## src/rtl/branch_pkg.sv

```systemverilog
// Shared definitions for the execute-stage branch resolution logic.
package branch_pkg;

  // Branch condition codes (funct3 of B-type instructions)
  localparam logic [2:0] FunctBeq  = 3'b000;
  localparam logic [2:0] FunctBne  = 3'b001;
  localparam logic [2:0] FunctBlt  = 3'b100;
  localparam logic [2:0] FunctBge  = 3'b101;
  localparam logic [2:0] FunctBltu = 3'b110;
  localparam logic [2:0] FunctBgeu = 3'b111;

  localparam int unsigned DefaultFlushCycles = 2;

  typedef enum logic [1:0] {
    StIdle,
    StRedirect,
    StSquash
  } bru_state_e;

endpackage

```

## src/rtl/branch_compare.sv

```systemverilog
// Combinational branch condition evaluation: funct3 and operands to taken/illegal.
module branch_compare
  import branch_pkg::*;
#(
  parameter int unsigned Width = 32
) (
  input  logic [2:0]       funct3_i,
  input  logic [Width-1:0] rs1_i,
  input  logic [Width-1:0] rs2_i,
  output logic             taken_o,
  output logic             illegal_o
);

  // Decode the condition; reserved codes resolve as not taken and flag illegal
  always_comb begin
    taken_o   = 1'b0;
    illegal_o = 1'b0;
    case (funct3_i)
      FunctBeq:  taken_o = (rs1_i == rs2_i);
      FunctBne:  taken_o = (rs1_i != rs2_i);
      FunctBlt:  taken_o = ($signed(rs1_i) < $signed(rs2_i));
      FunctBge:  taken_o = ($signed(rs1_i) >= $signed(rs2_i));
      FunctBltu: taken_o = (rs1_i < rs2_i);
      FunctBgeu: taken_o = (rs1_i >= rs2_i);
      default:   illegal_o = 1'b1;
    endcase
  end

endmodule

```

## src/rtl/branch_resolve_unit.sv

```systemverilog
// Execute-stage branch resolution: mispredict redirect/flush handshake to fetch,
// predictor update pulses and saturating branch/mispredict counters.
module branch_resolve_unit
  import branch_pkg::*;
#(
  parameter int unsigned ADDR_WIDTH   = 32,
  parameter int unsigned FLUSH_CYCLES = DefaultFlushCycles,
  parameter int unsigned CNT_WIDTH    = 32
) (
  input  logic                  clk_i,
  input  logic                  reset_i,
  input  logic                  ex_valid_i,
  input  logic                  ex_is_branch_i,
  input  logic                  ex_is_jal_i,
  input  logic                  ex_is_jalr_i,
  input  logic [2:0]            ex_funct3_i,
  input  logic [ADDR_WIDTH-1:0] ex_pc_i,
  input  logic [ADDR_WIDTH-1:0] ex_imm_i,
  input  logic [ADDR_WIDTH-1:0] ex_rs1_i,
  input  logic [ADDR_WIDTH-1:0] ex_rs2_i,
  input  logic                  ex_pred_taken_i,
  input  logic                  fe_ready_i,
  output logic                  redirect_valid_o,
  output logic [ADDR_WIDTH-1:0] redirect_pc_o,
  output logic                  flush_out_o,
  output logic                  stall_ex_o,
  output logic                  upd_valid_o,
  output logic                  upd_taken_o,
  output logic [ADDR_WIDTH-1:0] upd_pc_o,
  output logic [CNT_WIDTH-1:0]  perf_branches_o,
  output logic [CNT_WIDTH-1:0]  perf_mispredicts_o
);

  localparam int unsigned SqW = (FLUSH_CYCLES > 1) ? $clog2(FLUSH_CYCLES) : 1;
  localparam logic [SqW-1:0] SqLast = SqW'(FLUSH_CYCLES - 1);
  localparam logic [ADDR_WIDTH-1:0] JalrMask = {{(ADDR_WIDTH-1){1'b1}}, 1'b0};

  bru_state_e            state_q;
  logic [SqW-1:0]        sq_cnt_q;
  logic                  redirect_valid_q;
  logic [ADDR_WIDTH-1:0] redirect_pc_q;
  logic                  upd_valid_q;
  logic                  upd_taken_q;
  logic [ADDR_WIDTH-1:0] upd_pc_q;
  logic [CNT_WIDTH-1:0]  perf_br_q;
  logic [CNT_WIDTH-1:0]  perf_mp_q;

  logic                  cond_taken;
  logic                  cond_illegal;
  logic                  accept;
  logic                  is_jump;
  logic                  is_branch_ok;
  logic                  resolved;
  logic                  actual_taken;
  logic                  mispredict;
  logic [ADDR_WIDTH-1:0] jalr_sum;
  logic [ADDR_WIDTH-1:0] target;
  logic [ADDR_WIDTH-1:0] fall_through;

  branch_compare #(
    .Width (ADDR_WIDTH)
  ) u_compare (
    .funct3_i  (ex_funct3_i),
    .rs1_i     (ex_rs1_i),
    .rs2_i     (ex_rs2_i),
    .taken_o   (cond_taken),
    .illegal_o (cond_illegal)
  );

  // Resolution is only accepted while idle; stalled instructions are held upstream
  assign accept       = ex_valid_i && (state_q == StIdle);
  assign is_jump      = ex_is_jal_i || ex_is_jalr_i;
  assign is_branch_ok = ex_is_branch_i && !is_jump && !cond_illegal;
  assign resolved     = accept && (is_jump || is_branch_ok);
  assign actual_taken = is_jump ? 1'b1 : cond_taken;

  assign jalr_sum     = ex_rs1_i + ex_imm_i;
  assign target       = ex_is_jalr_i ? (jalr_sum & JalrMask) : (ex_pc_i + ex_imm_i);
  assign fall_through = ex_pc_i + ADDR_WIDTH'(4);

  // No indirect target comes from the predictor, so every JALR redirects
  always_comb begin
    mispredict = 1'b0;
    if (resolved) begin
      if (ex_is_jalr_i)     mispredict = 1'b1;
      else if (ex_is_jal_i) mispredict = !ex_pred_taken_i;
      else                  mispredict = (actual_taken != ex_pred_taken_i);
    end
  end

  // Redirect/squash FSM together with the registered redirect and update outputs
  always_ff @(posedge clk_i) begin
    if (reset_i) begin
      state_q          <= StIdle;
      sq_cnt_q         <= '0;
      redirect_valid_q <= 1'b0;
      redirect_pc_q    <= '0;
      upd_valid_q      <= 1'b0;
      upd_taken_q      <= 1'b0;
      upd_pc_q         <= '0;
    end else begin
      upd_valid_q <= accept && is_branch_ok;
      if (accept && is_branch_ok) begin
        upd_taken_q <= cond_taken;
        upd_pc_q    <= ex_pc_i;
      end
      case (state_q)
        StIdle: begin
          if (mispredict) begin
            state_q          <= StRedirect;
            redirect_valid_q <= 1'b1;
            redirect_pc_q    <= actual_taken ? target : fall_through;
          end
        end
        StRedirect: begin
          if (fe_ready_i) begin
            state_q          <= StSquash;
            redirect_valid_q <= 1'b0;
            sq_cnt_q         <= '0;
          end
        end
        StSquash: begin
          if (sq_cnt_q == SqLast) state_q <= StIdle;
          else                    sq_cnt_q <= sq_cnt_q + SqW'(1);
        end
        default: state_q <= StIdle;
      endcase
    end
  end

  // Saturating performance counters
  always_ff @(posedge clk_i) begin
    if (reset_i) begin
      perf_br_q <= '0;
      perf_mp_q <= '0;
    end else begin
      if (resolved && !(&perf_br_q))   perf_br_q <= perf_br_q + CNT_WIDTH'(1);
      if (mispredict && !(&perf_mp_q)) perf_mp_q <= perf_mp_q + CNT_WIDTH'(1);
    end
  end

  assign redirect_valid_o   = redirect_valid_q;
  assign redirect_pc_o      = redirect_pc_q;
  assign flush_out_o        = (state_q != StIdle);
  assign stall_ex_o         = (state_q != StIdle);
  assign upd_valid_o        = upd_valid_q;
  assign upd_taken_o        = upd_taken_q;
  assign upd_pc_o           = upd_pc_q;
  assign perf_branches_o    = perf_br_q;
  assign perf_mispredicts_o = perf_mp_q;

endmodule

```

## config.mk

```make
export PLATFORM = sky130hd
export DESIGN_NAME = branch_resolve_unit
export DESIGN_NICKNAME = d
export VERILOG_FILES = /design/src/rtl/branch_pkg.sv /design/src/rtl/branch_compare.sv /design/src/rtl/branch_resolve_unit.sv
export SDC_FILE = /design/constraint.sdc
export NUM_CORES = 1
export LEC_CHECK = 0
export ABC_AREA = 1
export BUFFER_PORTS_ARGS = -buffer_cell sky130_fd_sc_hd__buf_2
export CORE_ASPECT_RATIO = 0.75
export CORE_MARGIN = 2
export CORE_UTILIZATION = 25
export DETAILED_ROUTE_END_ITERATION = 10
export HOLD_SLACK_MARGIN = 0.05
export PLACE_DENSITY = 0.43
export REMOVE_ABC_BUFFERS = 1
export SYNTH_ARGS = -nofsm -noshare
export SYNTH_HDL_FRONTEND = slang
export SYNTH_HIERARCHICAL = 1
export SYNTH_SLANG_ARGS = --single-unit
```

## constraint.sdc

```tcl
create_clock -name clk_i -period 4.8 [get_ports clk_i]
set_input_delay 0.72 -clock clk_i [delete_from_list [all_inputs] [get_ports clk_i]]
set_output_delay 0.72 -clock clk_i [all_outputs]
set_load 0.02 [all_outputs]
```

## Word-level counts from Yosys, hierarchy flattened

Index checks and enable logic that the tools add are counted.

| storage, ports and cells | value |
|---|---|
| bits of input ports | 139 |
| register bits after elaboration | 134 |
| word-level logic and storage cells | 73 |
| output and inout port bits | 133 |

| operators by class | value |
|---|---|
| multiplexer cells | 16 |
| magnitude comparators | 4 |
| reductions and logical operators | 25 |
| $add $sub $neg | 6 |
| equality and inequality tests | 13 |

Operators with widths:

| operator | number |
|---|---|
| adder 32 x 1 -> 32 bit, second input constant | 2 |
| adder 32 bit | 2 |
| greater-or-equal comparator 32 bit | 2 |
| < comparator 32 bit | 2 |
| 2-to-1 mux 32 bit | 2 |
| AND reduction 32 bit | 2 |
| adder 32 x 3 -> 32 bit, second input constant | 1 |
| == test 32 bit | 1 |
| inequality test 32 bit | 1 |
| == test 3 bit, second input constant | 4 |
| logical AND 1 bit | 7 |
| 2-to-1 mux 1 bit | 7 |
| 2-to-1 mux 2 bit | 3 |
| inequality test 2 bit, second input constant | 3 |
| one-hot mux 1 bit (6 select lines) | 1 |
| one-hot mux 2 bit (3 select lines) | 1 |
| AND reduction 3 bit | 2 |
| nonzero test 2 bit | 3 |
| OR reduction 6 bit | 1 |
| logical NOT 1 bit | 4 |
| one-hot mux 1 bit (2 select lines) | 2 |
| AND reduction 2 bit | 2 |
| == test 3 x 1 -> 1 bit, second input constant | 1 |
| logical NOT 3 bit | 1 |
| 6 further kinds | 7 |

## Logic depth before layout (Yosys ltp)

Gate-level depths: netlist of the first run.

| depth | value |
|---|---|
| depth in word-level cells | 9 |
| depth in mapped cells | 28 |
| gate-level depth less buffers | 28 |

## Hierarchy

The synthesis of the first run kept the hierarchy.

By module, submodules not included:

| module | times used | cells each | sequential area each (um2) | area an instance (um2) |
|---|---|---|---|---|
| branch_resolve_unit | 1 | 2155 | 2682.6 | 12112.9 |
| branch_compare | 1 | 173 | 0.0 | 1019.7 |

## Least setup slack after synthesis of the first run

No wires, ideal clock.

| timing | value |
|---|---|
| path type | in2reg |
| start | in ex_rs2_i[23] |
| end | reg perf_mp_q[18], in the netlist perf_mispredicts_o[18] |
| arrival time | 2.857 ns |
| buffers on the path | 0 |
| cell stages on the path | 25 |
| library setup time | 0.115 ns |
| required time | 4.685 ns |
| path slack | 1.828 ns |
| cells stage by stage | inv_1 -> ha_1 -> nand2_1 -> nor2_1 -> nand4_2 -> nor2_4 -> nand2_2 -> nand4_2 -> nand2_1 -> clkinv_1 -> nand2_1 -> nor2_1 -> nand3_1 -> nor2_4 -> nand2_1 -> nand3_1 -> nand2_1 -> inv_2 -> nand2_2 -> inv_4 -> nand2_1 -> nor2_2 -> nand3_1 -> nand2_1 -> nor2_1 |

| between the ends | value |
|---|---|
| cells in the longest elaborated chain, start to end | 8 |
| elaborated cells between the ends (all ways) | 13 |
| those cells by class | order compare: 4; eq/ne: 3; mux: 5; reduce/logical: 1 |

Ends and longest elaborated chain:

| item | line | RTL |
|---|---|---|
| start, declared | branch_resolve_unit.sv:20 | `input logic [ADDR_WIDTH-1:0] ex_rs2_i,` |
| greater-or-equal comparator 32 bit, or another cell as far along | branch_compare.sv:24 | `FunctBgeu: taken_o = (rs1_i >= rs2_i);` |
| one-hot mux 1 bit (6 select lines) (*) | branch_compare.sv:18 | `case (funct3_i)` |
| via cond_taken | branch_resolve_unit.sv:48 | `logic cond_taken;` |
| 2-to-1 mux 1 bit (*) | branch_resolve_unit.sv:75 | `assign actual_taken = is_jump ? 1'b1 : cond_taken;` |
| inequality test 1 bit (*) | branch_resolve_unit.sv:87 | `else mispredict = (actual_taken != ex_pred_taken_i);` |
| 2-to-1 mux 1 bit (*) | branch_resolve_unit.sv:86 | `else if (ex_is_jal_i) mispredict = !ex_pred_taken_i;` |
| 2-to-1 mux 1 bit (*) | branch_resolve_unit.sv:85 | `if (ex_is_jalr_i) mispredict = 1'b1;` |
| 2-to-1 mux 1 bit (*) | branch_resolve_unit.sv:84 | `if (resolved) begin` |
| logical AND 1 bit (*) | branch_resolve_unit.sv:138 | `if (mispredict && !(&perf_mp_q)) perf_mp_q <= perf_mp_q + CNT_WIDTH'(1);` |
| end signal, assigned | branch_resolve_unit.sv:138 |  |
| end, declared | branch_resolve_unit.sv:46 | `logic [CNT_WIDTH-1:0] perf_mp_q;` |

The timed path passes the listed nets; every way through them passes the cells marked *.
A chain may end at the register's enable or synchronous reset.

## Worst setup path after layout of the first run

| timing | value |
|---|---|
| start | in ex_rs2_i[7] |
| end | reg perf_mp_q[9], in the netlist perf_mispredicts_o[9] |

Same word-level chain as after synthesis.

==> results of run 1 <==
[flip-flops by register name, indices dropped and copies added, names as in the netlist]
register and cells:
perf_branches_o 32, perf_mispredicts_o 32, redirect_pc_o 32, redirect_valid_o 1
sq_cnt_q 1, state_q 2, upd_pc_o 32, upd_taken_o 1
upd_valid_o 1
[per-layer routing]
| layer | vias up | share of wire (%) |
|---|---|---|
| met4 | 2 | 1.3 |
| met1 | 6966 | 54 |
| li1 | 7805 | - |
| met5 | - | 0.012 |
| met2 | 466 | 38 |
| met3 | 35 | 6.0 |
[cells by family (layout without fill, tap and decap cells)]
family,count (synthesis),in the layout
DFF,134,134
xor gates and xnor gates,77,77
other,0,1
adders and majority gates,98,98
AOI/OAI and AO/OA,308,308
buffers and inverters,422,684
and+or+nand+nor,1289,1289
[per-stage QoR]
stage / cells / hold WS (ns)
6_report: 3294 / 0.4724
2_1_floorplan: 2274 / 0.4426
4_1_cts: 3293 / 0.4704
3_5_place_dp: 3261 / 0.4531
5_1_grt: 3293 / 0.4807
3_3_place_gp: 3261 / 0.4554
[worst max path at each step]
stage / end / depth (start not counted) / slack (ns) / from
finish: perf_mispredicts_o[9] / 26 / 1.07 / ex_rs2_i[7]
global route: perf_mispredicts_o[9] / 26 / 0.81 / ex_rs2_i[7]
floorplan: perf_mispredicts_o[14] / 26 / 0.17 / ex_rs2_i[23]
CTS: perf_mispredicts_o[9] / 26 / 1.16 / ex_rs2_i[7]
detailed placement: perf_mispredicts_o[9] / 26 / 0.71 / ex_rs2_i[7]
global placement: perf_mispredicts_o[18] / 25 / 0.78 / ex_rs1_i[7]
[worst max-delay path, stage by stage]
cell	delay, ns
buf_2	0.08
inv_1	0.04
ha_1	0.28
nand2_1	0.08
nor2_2	0.15
nand4_1	0.22
nor2_2	0.43
nand2_2	0.14
nand4_2	0.09
nand2_1	0.07
clkinv_1	0.04
nand2_1	0.04
nor2_1	0.10
nand3_1	0.15
nor2_4	0.17
nand2_1	0.06
nand3_1	0.08
nand2_1	0.16
inv_2	0.12
nand2_2	0.08
inv_4	0.24
nand3_1	0.17
nor2_1	0.16
nand2_1	0.07
nand2_1	0.06
nor2_1	0.04
[placed cells by master, fill, tap and decap left out, types with 17 or more instances in the layout]
cell         n
a21oi_1    190
buf_2      271
clkbuf_16   17
dfxtp_1    134
ha_1        96
inv_1      357
nand2_1    824
nand3_1    103
nand4_1     24
nor2_1     234
nor3_1      40
o21ai_0    106
xnor2_1     21
xor2_1      56
[layout make-up]
type,count,area [µm²],share of cell area (%)
Multi-Input combinational cell,1772,8807,55.69
Tap cell,703,879.6,5.562
Clock buffer,17,425.4,2.690
Inverter,368,1384,8.751
Antenna cell,1,2.502,0.01582
Sequential cell,134,2683,16.96
Timing Repair Buffer,284,1454,9.194
Clock inverter,15,178.9,1.131
[power breakdown]
group / switching [µW] / internal, µW
Combinational: 833 / 369
Sequential: 40.0 / 1160
Clock: 580 / 820
==> impl_metrics.json, run 1 <==
{
  "grt_overflow_total": 0,
  "critical_path_class": "input port to flop",
  "dp_hpwl_um": 47860,
  "vias": 15270,
  "drc": 0,
  "synth_area_per_cell_um2": 5.641,
  "total_power_uw": 3799,
  "synth_top_family_by_area": "simple AND/OR/NAND/NOR gates",
  "antenna_found_initial": 2,
  "end_kind": "flop",
  "setup_ws_ns": 1.066,
  "start_util_pct": 25.40,
  "dp_slack_ns": 0.7079,
  "r2r_start": "state_q[0]",
  "max_freq_mhz": 267.8,
  "yosysTopAreaCell": "nand2_1",
  "ant_nets": 0,
  "holdPathEnd": "redirect_valid_o",
  "syn_inst": 2328,
  "powerDensity_nw_per_um2": 240.3,
  "muxShareOfSynthArea_pct": 0,
  "cts_made_buffers": 17,
  "async_reset_ff_share_pct": 0,
  "yosys_warnings": 6,
  "use_met2_pct": 28.66,
  "synth_fa_ha_area_share_pct": 9.451,
  "netlist.area_leader.share_pct": 23.55,
  "outcome": "finished, final reports clean",
  "cts_resized": 0,
  "hold_viol": 0,
  "gp_congestion": 0.9275,
  "cp-start-kind": "input port",
  "drv_slew": 0,
  "core-area_um2": 51710,
  "ctsHoldBuffers": 0,
  "grt_max_degree": 50,
  "clockRootBuffer": "clkbuf_16",
  "p_leak_uw": 0.008476,
  "rows": 72,
  "numPortBuffers": 271,
  "htreeDepth": 4,
  "cts.clk_slew.worst_paths_ns": 0.06,
  "hp-start": "redirect_valid_o",
  "grt.busiest_layer": "met1",
  "skew_ns": 0.01119,
  "grt_pass1_wl_um": 85480,
  "synth_seq_cells": 134,
  "finalSetupViolCount": 0,
  "finalInstanceArea_um2": 15810,
  "synthTopCellsByArea": "nand2_1 (24%), dfxtp_1 (20%), inv_1 (10%)",
  "synthSimpleGateAreaFrac_pct": 40.54,
  "drv_cap": 0,
  "synth_cell_types": 44,
  "die_w_um": 268.7,
  "setup_tns_ns": 0,
  "syn2layout_area_growth_pct": 20.42,
  "fin_crit_sh_pct": 77.79,
  "worstMarginPinSlew_ns": 0.6227,
  "cp.required_ns": 5.13,
  "synthTopCellsByCount": "nand2_1 (824), inv_1 (358), nor2_1 (234)",
  "grt_usage_pct": 20.83,
  "worstPathArrival_ns": 4.07,
  "cts_setup_buffers": 0,
  "cts_tree": "built",
  "regToRegSetupSlack_ns": 2.18,
  "ir_drop_uv": 199.5,
  "fillers": 6077,
  "yosys_most_used_dff": "dfxtp_1",
  "utilization_pct": 30.58,
  "postPlaceCellArea_um2": 15210,
  "die_h_um": 202.5,
  "yosysSeqAreaShare_pct": 20.43,
  "synthXorXnorAreaFrac_pct": 5.135,
  "grtUsageMet3_pct": 2.959,
  "grt_pass1_vias": 14060,
  "hold_class": "flop to flop",
  "first_pass_iters": 5,
  "syn-cell-area_um2": 13130,
  "r2r_end": "upd_pc_o[19]",
  "viasPerCell": 4.637,
  "grt_use_met1_pct": 33.62,
  "io_pins": 272,
  "min_delay_path_depth": 2,
  "fin_nets": 2814,
  "ff2ff_path_depth": 9,
  "slew_headroom_pct": 58.48,
  "synth_compound_area_share_pct": 11.94,
  "routed_wl_um": 57520,
  "drive_gt1_share_pct": 13.75,
  "cts_buffer_depth": 2,
  "first_iter_violations": 1360,
  "die-area_um2": 54400,
  "path_max_fanout": 25,
  "period_needed_ns": 3.734,
  "numClockSinks": 134,
  "synth_edf_count": 0,
  "yosysMostFrequentCell": "nand2_1",
  "routedWlPerCell_um": 17.46,
  "rsz0062_at_grt": "false",
  "insertion_delay_ns": 0.44
}
Power figures use the tool's default switching activity.
==> run 2, diff against run 1 <==
- PLACE_DENSITY: 0.43 -> 0.44
- clock period: 4.8 -> 3 ns (I/O delays scaled with it)
==> run 2 against run 1 <==
  * Utilization rose by 1.0 points
  * Clock skew decreased by 0.0021 ns
  * First-iteration DRC count decreased by 19%
  * Critical path depth up 1
  * Sequential share of layout area decreased by 0.54 points
  * Final cell count rose by 1.6%
  * Cell area up 3.3%
  * Critical path type unchanged
  * Highest routed layer unchanged
==> impl_metrics.json, run 2 (synthesis results as in run 1) <==
{
  "n_antenna_cell": 0,
  "worstMarginPinSlew_ns": 0.6435,
  "regToRegSetupSlack_ns": 0.53,
  "core-area_um2": 51710,
  "drv_cap": 0,
  "viasPerCell": 4.589,
  "antenna_found_initial": 1,
  "routed_wl_um": 57680,
  "hold_viol": 0,
  "layout_common_cells": "nand2_1 (817), inv_1 (357), buf_2 (271)",
  "drc": 0,
  "routedWlPerCell_um": 17.23,
  "drv_slew": 0,
  "path_max_fanout": 9,
  "dp_hpwl_um": 48090,
  "clockRootBuffer": "clkbuf_16",
  "holdWs_ns": 0.3109,
  "p_leak_uw": 0.008757,
  "grt_max_degree": 85,
  "htreeDepth": 4,
  "numClockSinks": 134,
  "start_util_pct": 25.40,
  "die-area_um2": 54400,
  "critical_path_class": "input port to flop",
  "cts.clk_slew.worst_paths_ns": 0.07,
  "vias": 15360,
  "numPortBuffers": 271,
  "slew_headroom_pct": 56.70,
  "multiInputGateArea_um2": 8886,
  "cp.required_ns": 3.30,
  "layout_commonest_cell": "nand2_1",
  "fillers": 5969,
  "utilization_pct": 31.60,
  "insertion_delay_ns": 0.44,
  "syn2layout_area_growth_pct": 24.41,
  "rows": 72,
  "first_iter_violations": 1098,
  "finalSetupViolCount": 0,
  "drive_gt1_share_pct": 16.00,
  "max_freq_mhz": 348.2,
  "die_h_um": 202.5,
  "io_pins": 272,
  "grt_overflow_total": 0,
  "cts_made_buffers": 17,
  "cp-start-kind": "input port",
  "worstPathArrival_ns": 3.17,
  "die_w_um": 268.7,
  "gp_congestion": 0.9265,
  "grt_pass1_wl_um": 86370,
  "finalInstanceArea_um2": 16340,
  "ir_drop_uv": 254.9,
  "outcome": "finished, final reports clean",
  "hold_class": "input port to flop",
  "period_needed_ns": 2.872,
  "cts_buffer_depth": 2,
  "first_pass_iters": 5,
  "ctsHoldBuffers": 0,
  "seq_area_um2": 2683,
  "powerDensity_nw_per_um2": 375.9,
  "grt_usage_pct": 20.99,
  "cts_tree": "built",
  "skew_ns": 0.009094,
  "grt_pass1_vias": 14220,
  "postPlaceCellArea_um2": 15620,
  "end_kind": "flop",
  "ant_nets": 0,
  "fin_crit_sh_pct": 95.72,
  "fin_nets": 2869
}
[run 2: cell types whose count changed in the layout (fill, tap and decap cells not counted), moves of 3 or more]
cell,before,now
buf_4,13,65
clkinv_2,3,0
nand2_1,824,817
clkinv_4,2,6
nand2_2,5,10
[run 2: area by class of cell]
class / instances / area share, %
Multi-Input combinational cell: 1772 / 54.39
Sequential cell: 134 / 16.42
Timing Repair Buffer: 339 / 11.60
Inverter: 368 / 8.501
Tap cell: 703 / 5.384
Clock buffer: 17 / 2.604
Clock inverter: 14 / 1.103
[run 2: per-stage QoR]
| step | power, µW | std cells | setup TNS [ns] | setup slack, ns |
|---|---|---|---|---|
| 2_1_floorplan | 3090 | 2274 | -63.01 | -1.357 |
| 3_3_place_gp | 3908 | 3312 | -24.77 | -0.5215 |
| 3_5_place_dp | 3919 | 3312 | -26.43 | -0.5515 |
| 4_1_cts | 6178 | 3343 | 0 | 0.002483 |
| 5_1_grt | 6523 | 3347 | -0.09349 | -0.02084 |
| 6_report | 6141 | 3347 | 0 | 0.1283 |
[run 2: what timing repair did]
action | 4_1_cts | 5_1_grt
endpoints found under the hold margin | 0 | 0
pin swaps | 0 | 10
endpoints found under the setup margin | 7 | 63
setup buffers | 0 | 4
resized for setup | 1 | 20
[run 2: where the power goes]
part           leakage, µW  switching, µW  internal [µW]
clock             0.000278            912           1310
sequential         0.00109           62.4           1850
combinational      0.00739           1350            655
[run 2: worst paths after layout]
check	start	endpoint	depth (start not counted)
worst min register to register	upd_pc_o[17]	upd_pc_o[17]	2
worst max-delay path	ex_rs2_i[5]	perf_mispredicts_o[26]	27
worst max register to register	perf_branches_o[19]	perf_branches_o[8]	9
worst min-delay path	ex_pc_i[0]	redirect_pc_o[0]	3
[run 2: worst max-delay path, stage by stage]
cell      delay (ns)
buf_2           0.07
inv_1           0.05
ha_4            0.27
nand2_2         0.06
nor2_4          0.12
nand4_1         0.22
nor2_2          0.19
buf_6           0.15
nand2_2         0.07
nand4_2         0.06
nand2_1         0.05
clkinv_1        0.04
nand2_1         0.04
nor2_1          0.11
nand3_2         0.11
nor2_4          0.13
inv_2           0.04
nand2_1         0.05
nand3_1         0.07
nand2_2         0.10
clkinv_4        0.10
nand2_4         0.09
inv_4           0.06
buf_4           0.13
buf_4           0.16
nand2_1         0.08
a21oi_1         0.07
[run 2: routing by layer]
layer	share of wire, %	track usage [%]	wire, µm	vias up
met5	0.019	0	11	-
met4	1.2	3.869	703	2
met3	6.0	3.493	3453	39
met2	40	29.75	22970	418
met1	53	32.79	30540	6979
li1	-	-	-	7920
==> run 3, diff against run 2 <==
- BUFFER_PORTS_ARGS: -buffer_cell sky130_fd_sc_hd__buf_2 -> -buffer_cell sky130_fd_sc_hd__clkbuf_2
- CAP_MARGIN: default -> 20
- TNS_END_PERCENT: default -> 50
==> run 3 against run 2 <==
  * Global-route usage down 0.078 points
  * Hold slack got worse by 0.015 ns
  * Count of clock-buffer cells in the layout did not move
  * Final cell count hardly changed
  * Critical path depth is 4 lower
  * Flip-flop and latch count unchanged
  * Sequential power about the same
  * Register-to-register slack improved by 0.25 ns
  * Largest cell class unchanged
  * Largest power group unchanged
  * Highest routed layer is now met4
==> impl_metrics.json, run 3 (synthesis results as in run 1) <==
{
  "outcome": "finished, final reports clean",
  "p_sw_share_pct": 36.61,
  "p_int_uw": 4083,
  "die-area_um2": 54400,
  "dp_hpwl_um": 48450,
  "ir_drop_uv": 205.1,
  "cts_buffer_depth": 2,
  "cts_tree": "built",
  "numPortBuffers": 271,
  "io_pins": 272,
  "die_h_um": 202.5,
  "rows": 72,
  "insertion_delay_ns": 0.44,
  "period_needed_ns": 2.811,
  "vias": 15430,
  "p_switching_uw": 2359,
  "hold_class": "input port to flop",
  "antenna_found_initial": 1,
  "max_freq_mhz": 355.8,
  "total_power_uw": 6442,
  "numClockSinks": 134,
  "fin_nets": 2871,
  "layout_commonest_cell": "nand2_1",
  "critical_path_class": "input port to flop",
  "cts_made_buffers": 17,
  "drv_cap": 0,
  "grt_usage_pct": 20.91,
  "p_seq_share_pct": 29.7,
  "p_leak_uw": 0.008783,
  "skew_ns": 0.007515,
  "htreeDepth": 4,
  "postPlaceCellArea_um2": 15620,
  "dp_slack_ns": -0.6226,
  "cts.clk_slew.worst_paths_ns": 0.07,
  "slew_headroom_pct": 53.68,
  "fin_crit_sh_pct": 93.69,
  "cp.required_ns": 3.37,
  "grt_max_degree": 50,
  "drv_slew": 0,
  "routedWlPerCell_um": 17.29,
  "core-area_um2": 51710,
  "powerDensity_nw_per_um2": 389.8,
  "fillers": 5975,
  "clockPowerShare_pct": 38.9,
  "worstPathArrival_ns": 3.18,
  "hold_viol": 0,
  "drive_gt1_share_pct": 16.29,
  "finalInstanceArea_um2": 16530,
  "end_kind": "flop",
  "drc": 0,
  "layout_common_cells": "nand2_1 (818), inv_1 (356), clkbuf_2 (271)",
  "clockRootBuffer": "clkbuf_16",
  "grt_overflow_total": 0,
  "first_iter_violations": 1309,
  "die_w_um": 268.7,
  "setup_ws_ns": 0.1894,
  "cp-start-kind": "input port",
  "path_max_fanout": 28,
  "first_pass_iters": 5,
  "finalSetupViolCount": 0,
  "worstMarginPinSlew_ns": 0.6948,
  "holdWs_ns": 0.2960,
  "comb_power_share_pct": 31.4,
  "grt_pass1_wl_um": 86220,
  "ant_nets": 0,
  "routed_wl_um": 57900,
  "grt_pass1_vias": 14210,
  "n_antenna_cell": 0,
  "ctsHoldBuffers": 0,
  "viasPerCell": 4.608,
  "setup_tns_ns": 0,
  "gp_congestion": 0.9249,
  "syn2layout_area_growth_pct": 25.84,
  "start_util_pct": 25.40
}
-- run 3: worst paths after layout --
path                                           end  slack, ns                 from  cells past startpoint
worst max-delay path             redirect_pc_o[17]       0.19          ex_rs2_i[7]                     23
worst min-delay path                    state_q[0]       0.30           fe_ready_i                      3
worst max register to register  perf_branches_o[3]       0.78  perf_branches_o[20]                     10
worst min register to register    redirect_valid_o       0.48     redirect_valid_o                      2
-- run 3: per-layer routing --
metal / vias up / GRT usage, % / wire (µm)
met3: 33 / 3.129 / 3589
li1: 7940 / - / -
met1: 6977 / 32.85 / 30670
met2: 483 / 29.87 / 23030
met5: - / 0 / 0
met4: 0 / 3.452 / 601
-- run 3: stage by stage --
step | instances | util, %
after floorplan | 2274 | -
after global placement | 3313 | 30.21
after detailed placement | 3313 | 30.21
after CTS | 3345 | 31.55
after global routing | 3349 | 31.96
final | 3349 | 31.96
-- run 3: layout make-up --
cell class                 count  area [µm²]  area share (%)
multi-input combinational   1772        8960           54.22
inverter                     368        1401           8.480
sequential                   134        2683           16.23
clock inverter                14       249.0           1.507
tap                          703       879.6           5.323
timing repair inverter         1       6.256         0.03786
clock buffer                  17       425.4           2.574
timing repair buffer         340        1922           11.63
-- run 3: critical path, stage by stage --
cell and delay (ns):
clkbuf_2 0.08, inv_1 0.05, ha_4 0.27, nand2_2 0.07, nor2_4 0.09, nand4_1 0.19
nor2_2 0.19, buf_6 0.16, nand2_2 0.07, nand4_2 0.06, nand2_1 0.05, clkinv_1 0.04
nand2_1 0.05, nor2_2 0.08, nand3_2 0.11, nor2_4 0.18, inv_2 0.05, nand2_1 0.07
nand3_2 0.10, nand2_4 0.10, buf_4 0.35, a21oi_1 0.13, a21oi_1 0.18
-- run 3: repair_timing --
action,4_1_cts,5_1_grt
setup buffers,1,5
pin swaps,2,14
setup endpoints to repair,39,63
cloned,0,1
gates resized for setup,3,37
-- run 3: power groups by stage --
stage	registers, µW	logic (µW)	clock network [µW]
global route	1920	2260	2630
detailed placement	1950	1970	0
CTS	1910	1980	2570
finish	1910	2020	2510
floorplan	2010	1080	0
global placement	1950	1960	0
